==> src/rtl/button_conditioner.sv <==
// button_conditioner: per-channel polarity fix, 2-FF synchroniser, counter debouncer and press-pulse strobe.
// Optional macro BTN_AUTO_REPEAT_EN adds a held-button repeat pulse every REPEAT_CYCLES cycles.
module button_conditioner #(
    parameter int N_BTN      = 6,
    parameter int DB_CYCLES  = 250000,
    parameter int CNT_W      = 18,
    parameter bit ACTIVE_LOW = 1'b0
`ifdef BTN_AUTO_REPEAT_EN
    ,
    parameter int REPEAT_CYCLES = 12500000
`endif
) (
    input  logic             CLK,
    input  logic             RST,
    input  logic [N_BTN-1:0] BTN_RAW,
    input  logic [N_BTN-1:0] PULSE_MASK,
    output logic [N_BTN-1:0] BTN_LEVEL,
    output logic [N_BTN-1:0] BTN_PULSE,
    output logic             ANY_PRESS,
    output logic             BUSY
);
    localparam logic [CNT_W-1:0] DB_LAST = CNT_W'(DB_CYCLES - 1);

    logic [N_BTN-1:0] pressed;
    logic [N_BTN-1:0] sync1_q, sync2_q;
    logic [N_BTN-1:0] level_q, level_d;
    logic [N_BTN-1:0] pulse_q, pulse_d;
    logic [N_BTN-1:0] rptFire;
    logic [CNT_W-1:0] cnt_q [N_BTN];
    logic [CNT_W-1:0] cnt_d [N_BTN];

    // Inversion happens before the synchroniser so everything downstream is "1 = pressed".
    assign pressed = BTN_RAW ^ {N_BTN{ACTIVE_LOW}};

    always_ff @(posedge CLK or posedge RST) begin
        if (RST) begin
            sync1_q <= '0;
            sync2_q <= '0;
        end else begin
            sync1_q <= pressed;
            sync2_q <= sync1_q;
        end
    end

    // Any agreement with the stable level restarts the count, so glitches never accumulate.
    always_comb begin
        level_d = level_q;
        for (int i = 0; i < N_BTN; i++) begin
            cnt_d[i] = '0;
            if (sync2_q[i] != level_q[i]) begin
                if (cnt_q[i] == DB_LAST) begin
                    level_d[i] = sync2_q[i];
                end else begin
                    cnt_d[i] = cnt_q[i] + CNT_W'(1);
                end
            end
        end
    end

`ifdef BTN_AUTO_REPEAT_EN
    localparam int RPT_W = (REPEAT_CYCLES > 1) ? $clog2(REPEAT_CYCLES) : 1;
    localparam logic [RPT_W-1:0] RPT_LAST = RPT_W'(REPEAT_CYCLES - 1);

    logic [RPT_W-1:0] rpt_q [N_BTN];
    logic [RPT_W-1:0] rpt_d [N_BTN];

    // Repeat timer runs only while the level is, and stays, high; a falling edge never fires.
    always_comb begin
        rptFire = '0;
        for (int i = 0; i < N_BTN; i++) begin
            rpt_d[i] = '0;
            if (level_q[i] && level_d[i]) begin
                if (rpt_q[i] == RPT_LAST) begin
                    rptFire[i] = 1'b1;
                end else begin
                    rpt_d[i] = rpt_q[i] + RPT_W'(1);
                end
            end
        end
    end

    always_ff @(posedge CLK or posedge RST) begin
        if (RST) begin
            for (int i = 0; i < N_BTN; i++) begin
                rpt_q[i] <= '0;
            end
        end else begin
            for (int i = 0; i < N_BTN; i++) begin
                rpt_q[i] <= rpt_d[i];
            end
        end
    end
`else
    assign rptFire = '0;
`endif

    // Masked presses are dropped outright rather than held until the mask clears.
    assign pulse_d = ((level_d & ~level_q) | rptFire) & ~PULSE_MASK;

    always_ff @(posedge CLK or posedge RST) begin
        if (RST) begin
            level_q <= '0;
            pulse_q <= '0;
            for (int i = 0; i < N_BTN; i++) begin
                cnt_q[i] <= '0;
            end
        end else begin
            level_q <= level_d;
            pulse_q <= pulse_d;
            for (int i = 0; i < N_BTN; i++) begin
                cnt_q[i] <= cnt_d[i];
            end
        end
    end

    always_comb begin
        BUSY = 1'b0;
        for (int i = 0; i < N_BTN; i++) begin
            BUSY = BUSY | (cnt_q[i] != '0);
        end
    end

    assign BTN_LEVEL = level_q;
    assign BTN_PULSE = pulse_q;
    assign ANY_PRESS = |pulse_q;

endmodule

==> config.mk <==
export PLATFORM = sky130hd
export DESIGN_NAME = button_conditioner
export DESIGN_NICKNAME = d
export VERILOG_FILES = /design/src/rtl/button_conditioner.sv
export SDC_FILE = /design/constraint.sdc
export NUM_CORES = 1
export LEC_CHECK = 0
export CAP_MARGIN = 30
export CORE_MARGIN = 2
export CORE_UTILIZATION = 42
export DETAILED_ROUTE_END_ITERATION = 6
export GPL_TIMING_DRIVEN = 0
export PLACE_DENSITY = 0.57
export SKIP_LAST_GASP = 1
export SYNTH_ARGS = -nofsm -noshare
export SYNTH_HDL_FRONTEND = slang
export SYNTH_SLANG_ARGS = --single-unit
==> constraint.sdc <==
create_clock -name CLK -period 10.3 [get_ports CLK]
set_input_delay 1.545 -clock CLK [delete_from_list [all_inputs] [get_ports CLK]]
set_output_delay 1.545 -clock CLK [all_outputs]
set_load 0.01 [all_outputs]
Word level (Yosys, flattened, before mapping):

Index checks and enable logic that the tools add are counted.

* reduce and logical (&&, ||, !) cells: 7
* multiplexer cells: 24
* eq/ne operators: 12
* bitwise gates (word level): 9
* add/sub/neg operators: 6

Operator list (number)
* $mux W18: 12
* $add A18 B1 Y18 const B: 6
* $eq A18 B18 Y1 const B: 6
* $reduce_bool A18 Y1: 6
* $and A6 B6 Y6: 2
* $mux W1: 12
* $not A6 Y6: 2
* $ne A1 B1 Y1: 6
* $reduce_or A6 Y1: 1
* $or A1 B1 Y1: 5

* output and inout bits: 14
* word-level logic and storage cells: 68
* input bits: 14
* register bits after elaboration: 132

Depth between registers and ports, before layout:

Gate-level depths: netlist of the first run.

* word-level depth: 6
* mapped depth: 8
* gate-level depth less buffers: 6

Worst setup path after synthesis of the first run:

Ideal clock, no wire load.

* path kind: register -> output
* start point: register cnt_q[54] (netlist name)
* end point: output BUSY
* slack: 7408 ps
* cell stages (with the launch flop): 7
* path buffers: 0
* required time: 8755 ps
* arrival: 1347 ps
* cell sequence: dfrtp_1 > inv_1 > ha_1 > nor4bb_1 > nand4_1 > nor4_1 > nand3_1

* word-level cells in the longest chain between the ends: 5

RTL lines
* start: declaration: line 29 `logic [CNT_W-1:0] cnt_q [N_BTN];`
* start signal: indexed assignment: line 111 `cnt_q[i] <= cnt_d[i];`
* $reduce_bool A18 Y1: line 119 `BUSY = BUSY | (cnt_q[i] != '0);`
* $or A1 B1 Y1 (4 in series): line 119
* end: declaration: line 20 `output logic BUSY`

No other way between the ends.

Worst setup path in the final report of the first run:

* start point: register cnt_q[76] (netlist name)
* end point: output BUSY

* word-level cells in the longest chain between the ends: 6

RTL lines (line)
* $reduce_bool A18 Y1: 119
* $or A1 B1 Y1 (5 in series): 119

No other way between the ends.

==> results.json, run 1 <==
{
  "hp-start": "sync1_q[4]",
  "fin_nets": 719,
  "die_w_um": 129,
  "relSlewSlack_pct": 56.8,
  "ant_nets": 0,
  "seq_area_mm2": 0.00330,
  "rr_endpoint": "cnt_q[45]",
  "max_freq_ghz": 0.234,
  "clk_latency_ns": 0.41,
  "grt_use_total_pct": 18.3,
  "whs_endpoint": "sync2_q[4]",
  "multi_input_area_mm2": 0.00301,
  "die_area_mm2": 0.0166,
  "htreeDepth": 4,
  "io_pins": 28,
  "drt_iter0_drc": 336,
  "p_sw_share_pct": 21.8,
  "place_congestion": 0.806,
  "power.net_switching_uw": 245,
  "cts_buffers": 17,
  "synthCells": 646,
  "dr.pass1.iters": 5,
  "clockBufferDepth": 2,
  "combPwrFrac_pct": 4.5,
  "postCtsResizedCells": 0,
  "skew_ns": 0.00741,
  "start_util_pct": 42.9,
  "crit_chain": "buf_2, nor4_1, nand2_1, nor4_1, nand3_1, clkdlybuf4s50_1",
  "crit_path_frequent_cell": "nor4_1",
  "dp_hpwl_um": 9740,
  "wl_per_cell_um": 15.4,
  "via_count": 4806,
  "grt_pass1_wl_um": 24000,
  "finalHoldViolations": 0,
  "grt_antenna_before_repair": 0,
  "syn-cell-area_mm2": 0.00653,
  "r2r_start": "cnt_q[36]",
  "area_growth_pct": 16.3,
  "synth_nets": 672,
  "power_density_mw_per_mm2": 148,
  "holdPathStages": 0,
  "clockRootBuffer": "clkbuf_16",
  "path_max_fanout": 8,
  "required_ns": 8.76,
  "internal_power_uw": 877,
  "drc_errors": 0,
  "worstSetupPathType": "flip-flop to output pin",
  "n_antenna_cell": 0,
  "final_max_slew_viol_count": 0,
  "setup_viol": 0,
  "maxCapViolations": 0,
  "cp-start-kind": "flip-flop",
  "layout-drive-gt1-share_pct": 9.22,
  "n_fill_cell": 1399,
  "arrival_ns": 2.73,
  "worstMarginPinSlew_ns": 0.641,
  "crit_path_top_delay_cell": "nor4_1",
  "status": "completed",
  "pwr-share-clk_pct": 47.8,
  "yosys_register_bits": 132,
  "fin_crit_sh_pct": 41.5,
  "worstRegToRegCells": 8,
  "grt_overflow": 0,
  "fin_setup_tns_ns": 0,
  "r2r_slack_ns": 8.00,
  "whs_ns": 0.346,
  "period_needed_ns": 4.28,
  "die-height_um": 129,
  "seqPwrFrac_pct": 47.7,
  "slowest_delay_ns": 0.63,
  "worst_ir_drop_vdd_mv": 0.106,
  "rsz0062_at_grt": "false",
  "clk_pin_slew_ns": 0.06,
  "totalWireLength_um": 13800,
  "vias_per_cell": 5.38,
  "rows": 45,
  "p_leak_uw": 0.00317,
  "cts.sink_count": 132,
  "numPortBuffers": 27,
  "postCtsHoldBufs": 0,
  "hold_path_class": "flip-flop to flip-flop",
  "worstSetupEndpointType": "output pin",
  "post_cts_buffers": 0,
  "cts_tree": "yes",
  "ys_warn_count": 0,
  "grt_pass1_vias": 4859,
  "synth_seq_area_share_pct": 50.6,
  "yosysUniqueCellTypes": 41,
  "core_area_mm2": 0.0152,
  "grt_max_degree": 90,
  "avgSynthCellArea_um2": 10.1
}
## registers in the layout, indices dropped and copies added (netlist names)
| register | cells |
|---|---|
| BTN_LEVEL | 6 |
| sync2_q | 6 |
| BTN_PULSE | 6 |
| cnt_q | 108 |
| sync1_q | 6 |
## per-stage QoR
step / cell area (um^2) / std cells / setup WS [ns] / power (uW) / util (%)
after global placement: 7030 / 861 / 3.34 / 593 / 46.3
final: 7590 / 893 / 6.02 / 1120 / 49.9
after CTS: 7590 / 893 / 5.94 / 1140 / 49.9
after detailed placement: 7070 / 862 / 6.38 / 596 / 46.5
after floorplan: 6530 / 646 / 5.23 / 575 / -
after global routing: 7590 / 893 / 5.82 / 1170 / 49.9
## synthesized netlist by cell type (all sizes together)
cell	instances	area share, %
a21oi	13	1.0
a31o	1	0.13
nor4	46	4.7
clkbuf	4	0.23
and2	4	0.38
and4	8	1.1
o21ai	6	0.46
nand3	49	4.1
and3	9	0.86
or2	1	0.096
or4	7	0.92
or4b	1	0.15
inv	32	1.8
nor2	112	6.4
xor2	33	4.4
o41ai	5	1.8
nor3	18	1.4
nor4bb	1	0.15
or3	7	0.67
mux2i	3	0.46
ha	12	2.3
xnor2	56	7.5
nor4b	6	0.90
dfrtp	132	51
mux2	6	1.1
buf	16	1.3
o31ai	3	0.34
nand2	25	1.4
o21bai	1	0.17
nand4	29	3.1
## cell families (layout without fill, tap and decap cells)
family                     after synthesis  in the layout  share of synthesized area [%]
AOI/OAI and AO/OA                       29             29                           3.93
xor gates and xnor gates                89             89                           11.9
adders and majority gates               12             12                           2.30
buffers and inverters                   52            111                           3.35
DFF                                    132            132                           50.6
muxes                                    9              9                           1.55
and+or+nand+nor                        323            323                           26.3
## cell type report
type / instances / share of cell area (%)
well taps: 188 / 3.10
repair buffers: 28 / 3.92
clock buffers: 27 / 6.62
clock inverters: 4 / 0.297
plain buffers: 20 / 1.30
flip-flops and latches: 132 / 43.5
multi-input cells: 462 / 39.6
inverters: 32 / 1.65
## power by group through the flow
stage	registers, uW	logic, uW	clock network [uW]
global placement	544	48.8	0
finish	535	50.0	536
global route	537	57.8	577
floorplan	542	33.0	0
CTS	535	51.7	552
detailed placement	544	51.2	0
## how the worst max path moves through the flow
| stage | endpoint | slack [ns] | cells after the start | startpoint |
|---|---|---|---|---|
| 6_report | BUSY | 6.02 | 6 | cnt_q[76] |
| 5_1_grt | BUSY | 5.82 | 6 | cnt_q[76] |
| 4_1_cts | BUSY | 5.94 | 6 | cnt_q[76] |
| 3_5_place_dp | BUSY | 6.38 | 6 | cnt_q[76] |
| 3_3_place_gp | BTN_PULSE[0] | 3.34 | 2 | RST |
| 2_1_floorplan | BTN_LEVEL[0] | 5.23 | 1 | RST |
## worst max-delay path: cells and delay by family, from the launching register on
family,cells,cell delay [ns]
AND/OR/NAND/NOR,4,1.29
flip-flops,1,0.35
buffers and inverters,2,0.69
## metal layers
metal  track usage, %  share of wire, %
met4             6.52               1.2
met5                0                 0
met1             25.3                48
met2             28.9                48
met3             3.74               3.1
## layout by cell type, fill, tap and decap left out, drive strengths merged, types with 27 or more instances in the layout
| master | n |
|---|---|
| clkbuf | 31 |
| clkdlybuf4s50 | 27 |
| dfrtp | 132 |
| inv | 32 |
| nand3 | 49 |
| nand4 | 29 |
| nor2 | 112 |
| nor4 | 46 |
| xnor2 | 56 |
| xor2 | 33 |
No activity file was read; power rests on OpenSTA's default activity.
==> run 2, diff against run 1 <==
--- a/config.mk
+++ b/config.mk
@@ -10,7 +10,7 @@
 export CORE_UTILIZATION = 42
 export DETAILED_ROUTE_END_ITERATION = 6
 export GPL_TIMING_DRIVEN = 0
-export PLACE_DENSITY = 0.57
+export PLACE_DENSITY = 0.59
 export SKIP_LAST_GASP = 1
 export SYNTH_ARGS = -nofsm -noshare
 export SYNTH_HDL_FRONTEND = slang
==> constraint.sdc (replaced) <==
create_clock -name CLK -period 3.8 [get_ports CLK]
set_input_delay 0.57 -clock CLK [delete_from_list [all_inputs] [get_ports CLK]]
set_output_delay 0.57 -clock CLK [all_outputs]
set_load 0.01 [all_outputs]
==> run 2 against run 1 <==
Die area did not move. First-iteration DRC count is 21% higher. Count of clock-buffer cells in the layout shrank 7. Design area is 1.2% higher. Total power rose to 2.9 times the previous value. Via count is 0.37% higher. Cell count increased by 0.22%.
==> results.json, run 2 (same netlist as run 1, synthesis figures left out) <==
{
  "arrival_ns": 2.61,
  "largest_register": "cnt_q",
  "cts_tree": "yes",
  "slowest_delay_ns": 0.52,
  "worstSetupPathType": "flip-flop to output pin",
  "cp-start-kind": "flip-flop",
  "dp_hpwl_um": 9730,
  "setup_viol": 0,
  "final_max_slew_viol_count": 0,
  "post_cts_buffers": 0,
  "report.power.total_uw": 3220,
  "clockRootBuffer": "clkbuf_16",
  "io_pins": 28,
  "grt_overflow": 0,
  "ant_nets": 0,
  "final_cell_mix": "132 x dfrtp_1, 112 x nor2_1, 56 x xnor2_1",
  "grt_antenna_before_repair": 0,
  "drc_errors": 0,
  "maxCapViolations": 0,
  "n_antenna_cell": 0,
  "hold_path_class": "flip-flop to flip-flop",
  "path_max_fanout": 8,
  "totalWireLength_um": 13700,
  "relSlewSlack_pct": 61.6,
  "layout-drive-gt1-share_pct": 10.0,
  "layout_commonest_cell": "dfrtp_1",
  "grt_pass1_vias": 4763,
  "crit_family": "simple AND/OR/NAND/NOR gates",
  "cts.sink_count": 132,
  "cts_buffers": 17,
  "fin_nets": 721,
  "p_leak_uw": 0.00321,
  "crit_buf_inv": 2,
  "clockBufferDepth": 2,
  "wl_met1_um": 6640,
  "finalHoldViolations": 0,
  "numPortBuffers": 27,
  "required_ns": 3.23,
  "core_area_mm2": 0.0152,
  "worst_ir_drop_vdd_mv": 0.317,
  "drt_iter0_drc": 405,
  "via_count": 4824,
  "start_util_pct": 42.9,
  "whs_ns": 0.346,
  "skew_ns": 0.00596,
  "grt_pass1_wl_um": 23600,
  "worstMarginPinSlew_ns": 0.570,
  "clk_latency_ns": 0.42,
  "fin_crit_sh_pct": 83.6,
  "worst_slack_ns": 0.622,
  "worstSetupEndpointType": "output pin",
  "route.met2.wl_um": 6420,
  "die_area_mm2": 0.0166,
  "vias_per_cell": 5.39,
  "postCtsHoldBufs": 0,
  "crit_path_frequent_cell": "nor4_1",
  "die_w_um": 129,
  "period_needed_ns": 3.18,
  "wl_met3_um": 414,
  "area_growth_pct": 17.6,
  "pre_cts_slack_ns": 0.985,
  "grt_use_total_pct": 18.2,
  "htreeDepth": 4,
  "grt_max_degree": 43,
  "power_density_mw_per_mm2": 419,
  "die-height_um": 129,
  "wl_per_cell_um": 15.3,
  "postCtsResizedCells": 0,
  "routed.top_layer": "met4",
  "fin_setup_tns_ns": 0,
  "rows": 45,
  "status": "completed",
  "rsz0062_at_grt": "false",
  "crit_path_top_delay_cell": "nor4_1",
  "place_congestion": 0.804,
  "n_fill_cell": 1363,
  "largest_reg_flops": 108,
  "crit_chain": "buf_2, nor4_1, nand2_1, nor4_1, nand3_1, clkdlybuf4s50_1",
  "dr.pass1.iters": 5,
  "clk_pin_slew_ns": 0.05,
  "max_freq_ghz": 0.315
}
==> run 2: cell types whose count changed in the layout (fill, tap and decap cells not counted) <==
cell        before  now
buf_16           1    0
clkbuf_1        10    6
clkinvlp_4       1    3
bufinv_16        0    3
buf_12           0    3
inv_6            1    0
clkbuf_8         4    1
clkinv_2         3    6
==> run 2: area by class of cell <==
class,count,area (um^2),area share (%)
sequential,132,3300,43.0
multi-input combinational,462,3010,39.1
clock buffer,20,447,5.82
timing repair buffer,30,330,4.30
tap,188,235,3.06
clock inverter,11,135,1.76
inverter,32,124,1.61
buffer,20,98.8,1.29
==> run 2: per-layer routing <==
| metal | global-route usage, % | up-vias |
|---|---|---|
| met1 | 25.3 | 2354 |
| met5 | 0 | - |
| met3 | 3.78 | 17 |
| li1 | - | 2371 |
| met4 | 6.52 | 0 |
| met2 | 28.3 | 82 |
==> run 2: path summary, 6_finish.rpt <==
check	cells after the start	slack [ns]	from	to
worst max register to register	8	1.55	cnt_q[36]	cnt_q[49]
worst max-delay path	6	0.62	cnt_q[76]	BUSY
max in group asynchronous	5	2.20	RST	sync2_q[5]
worst min-delay path	0	0.35	sync1_q[0]	sync2_q[0]
worst min register to register	0	0.35	sync1_q[0]	sync2_q[0]
min in group asynchronous	2	0.53	RST	cnt_q[99]
==> run 2: through the flow <==
stage          cells  utilization [%]  cell area [um^2]
2_1_floorplan    646                -              6530
3_3_place_gp     861             46.3              7040
3_5_place_dp     864             46.7              7100
4_1_cts          895             50.5              7680
5_1_grt          895             50.5              7680
6_report         895             50.5              7680
==> run 2: power by group <==
group	leakage, uW	switching [uW]	total (uW)	internal, uW
Combinational	0.00112	83.0	138	55.4
Sequential	0.00180	21.6	1450	1430
Clock	0.000285	591	1630	1040
Total	0.00321	695	3220	2520
==> run 3, diff against run 2 <==
==> constraint.sdc (replaced) <==
create_clock -name CLK -period 2.8 [get_ports CLK]
set_input_delay 0.42 -clock CLK [delete_from_list [all_inputs] [get_ports CLK]]
set_output_delay 0.42 -clock CLK [all_outputs]
set_load 0.01 [all_outputs]
==> run 3 against run 2 <==
Sequential share of layout area down 0.20 points. Hold slack about the same. Clock power up 36%. Non-clock buffer count up 1. First-iteration DRC count down 9.4%. Critical path type unchanged. Critical endpoint unchanged.
==> results.json, run 3 (same netlist as run 1, synthesis figures left out) <==
{
  "status": "completed",
  "htreeDepth": 4,
  "ant_nets": 0,
  "cts_tree": "yes",
  "via_count": 4847,
  "p_leak_uw": 0.00322,
  "largest_register": "cnt_q",
  "worst_ir_drop_vdd_mv": 0.431,
  "final_max_slew_viol_count": 0,
  "clk_pin_slew_ns": 0.05,
  "dp_hpwl_um": 9730,
  "path_max_fanout": 5,
  "largest_reg_flops": 108,
  "die_area_mm2": 0.0166,
  "worstMarginPinSlew_ns": 0.571,
  "numPortBuffers": 27,
  "io_pins": 28,
  "hold_path_class": "flip-flop to flip-flop",
  "cp-start-kind": "flip-flop",
  "clockBufferDepth": 2,
  "clockRootBuffer": "clkbuf_16",
  "n_fill_cell": 1356,
  "n_antenna_cell": 0,
  "layout_commonest_cell": "dfrtp_1",
  "cts.sink_count": 132,
  "crit_path_top_delay_cell": "dfrtp_1",
  "setup_viol": 0,
  "skew_ns": 0.00489,
  "report.power.total_uw": 4380,
  "required_ns": 2.38,
  "wl_per_cell_um": 15.3,
  "arrival_ns": 2.25,
  "dp.cells": 864,
  "maxCapViolations": 0,
  "postCtsHoldBufs": 0,
  "worstSetupEndpointType": "output pin",
  "pre_cts_slack_ns": 0.135,
  "grt_pass1_vias": 4770,
  "core_area_mm2": 0.0152,
  "hp-start": "sync1_q[0]",
  "start_util_pct": 42.9,
  "crit_chain": "inv_1, ha_1, nor4bb_4, nand4_1, nor4_1, nand3_1, dlygate4sd2_1",
  "power_density_mw_per_mm2": 567,
  "area_growth_pct": 18.2,
  "fin_crit_sh_pct": 95.5,
  "clk_latency_ns": 0.42,
  "place_congestion": 0.804,
  "dr.pass1.iters": 5,
  "cp-startpoint": "cnt_q[54]",
  "slowest_delay_ns": 0.42,
  "relSlewSlack_pct": 61.5,
  "grt_pass1_wl_um": 23700,
  "worst_slack_ns": 0.127,
  "stdcell_count": 896,
  "final_cell_mix": "132 x dfrtp_1, 112 x nor2_1, 56 x xnor2_1",
  "fin_util_pct": 50.8,
  "rsz0062_at_grt": "false",
  "grt_use_total_pct": 18.3,
  "max_freq_ghz": 0.374,
  "vias_per_cell": 5.41,
  "fin_nets": 722,
  "drt_iter0_drc": 367,
  "grt_antenna_before_repair": 0,
  "finalHoldViolations": 0,
  "rows": 45,
  "grt_overflow": 0,
  "grt_max_degree": 43,
  "worstSetupPathType": "flip-flop to output pin",
  "layout-drive-gt1-share_pct": 10.5,
  "drc_errors": 0,
  "period_needed_ns": 2.67,
  "die_w_um": 129,
  "die-height_um": 129,
  "cts_buffers": 17,
  "totalWireLength_um": 13700,
  "r2r_start": "cnt_q[36]"
}
## run 3: cell types whose count changed in the layout (fill, tap and decap cells not counted), sizes merged
cell / delta
buf: +1
clkdlybuf4s50: -1
dlygate4sd2: +1
## run 3: worst max-delay path, delay by kind of cell (launching register included)
family                     cells  cell delay, ns
buffers and inverters          2            0.38
adders and majority gates      1            0.16
and+or+nand+nor                4            0.87
DFF                            1            0.42
## run 3: path summary, 6_finish.rpt
path | cells after the start | to | slack (ns)
setup / recovery | 7 | BUSY | 0.13
hold / removal | 0 | sync2_q[0] | 0.35
setup reg to reg | 8 | cnt_q[49] | 0.54
hold reg to reg | 0 | sync2_q[0] | 0.35
max in group asynchronous | 5 | sync2_q[5] | 1.35
min in group asynchronous | 2 | cnt_q[99] | 0.38
## run 3: per-stage QoR
stage	setup TNS [ns]	area (um^2)	hold WS [ns]
3_3_place_gp	-61.79	7040	0.334
4_1_cts	0	7710	0.347
3_5_place_dp	0	7100	0.335
6_report	0	7720	0.346
5_1_grt	0	7720	0.352
2_1_floorplan	0	6530	0.331
## run 3: area by class of cell
class / instances / area [um^2] / share of cell area, %
Sequential cell: 132 / 3300 / 42.8
Multi-Input combinational cell: 462 / 3040 / 39.4
Clock buffer: 20 / 447 / 5.79
Timing Repair Buffer: 31 / 337 / 4.36
Tap cell: 188 / 235 / 3.05
Clock inverter: 11 / 135 / 1.75
Inverter: 32 / 124 / 1.61
Buffer: 20 / 98.8 / 1.28
## run 3: layer usage
layer	vias to the layer above	share of wire, %	wire [um]	global-route usage [%]
met4	0	1.6	222	6.65
li1	2376	-	-	-
met5	-	0	0	0
met2	93	47	6420	28.4
met1	2359	48	6620	25.4
met3	19	3.4	465	3.78
## run 3: what timing repair did
| action | CTS | global route |
|---|---|---|
| hold endpoints to repair | 0 | 0 |
| buffers inserted | 0 | 1 |
| resized for setup | 5 | 0 |
| setup endpoints to repair | 1 | 1 |
| pin swaps | 0 | 1 |
## run 3: power by group
group / total (uW) / internal [uW] / switching (uW)
Combinational: 194 / 79.8 / 114
Clock: 2210 / 1410 / 808
Sequential: 1970 / 1940 / 29.3
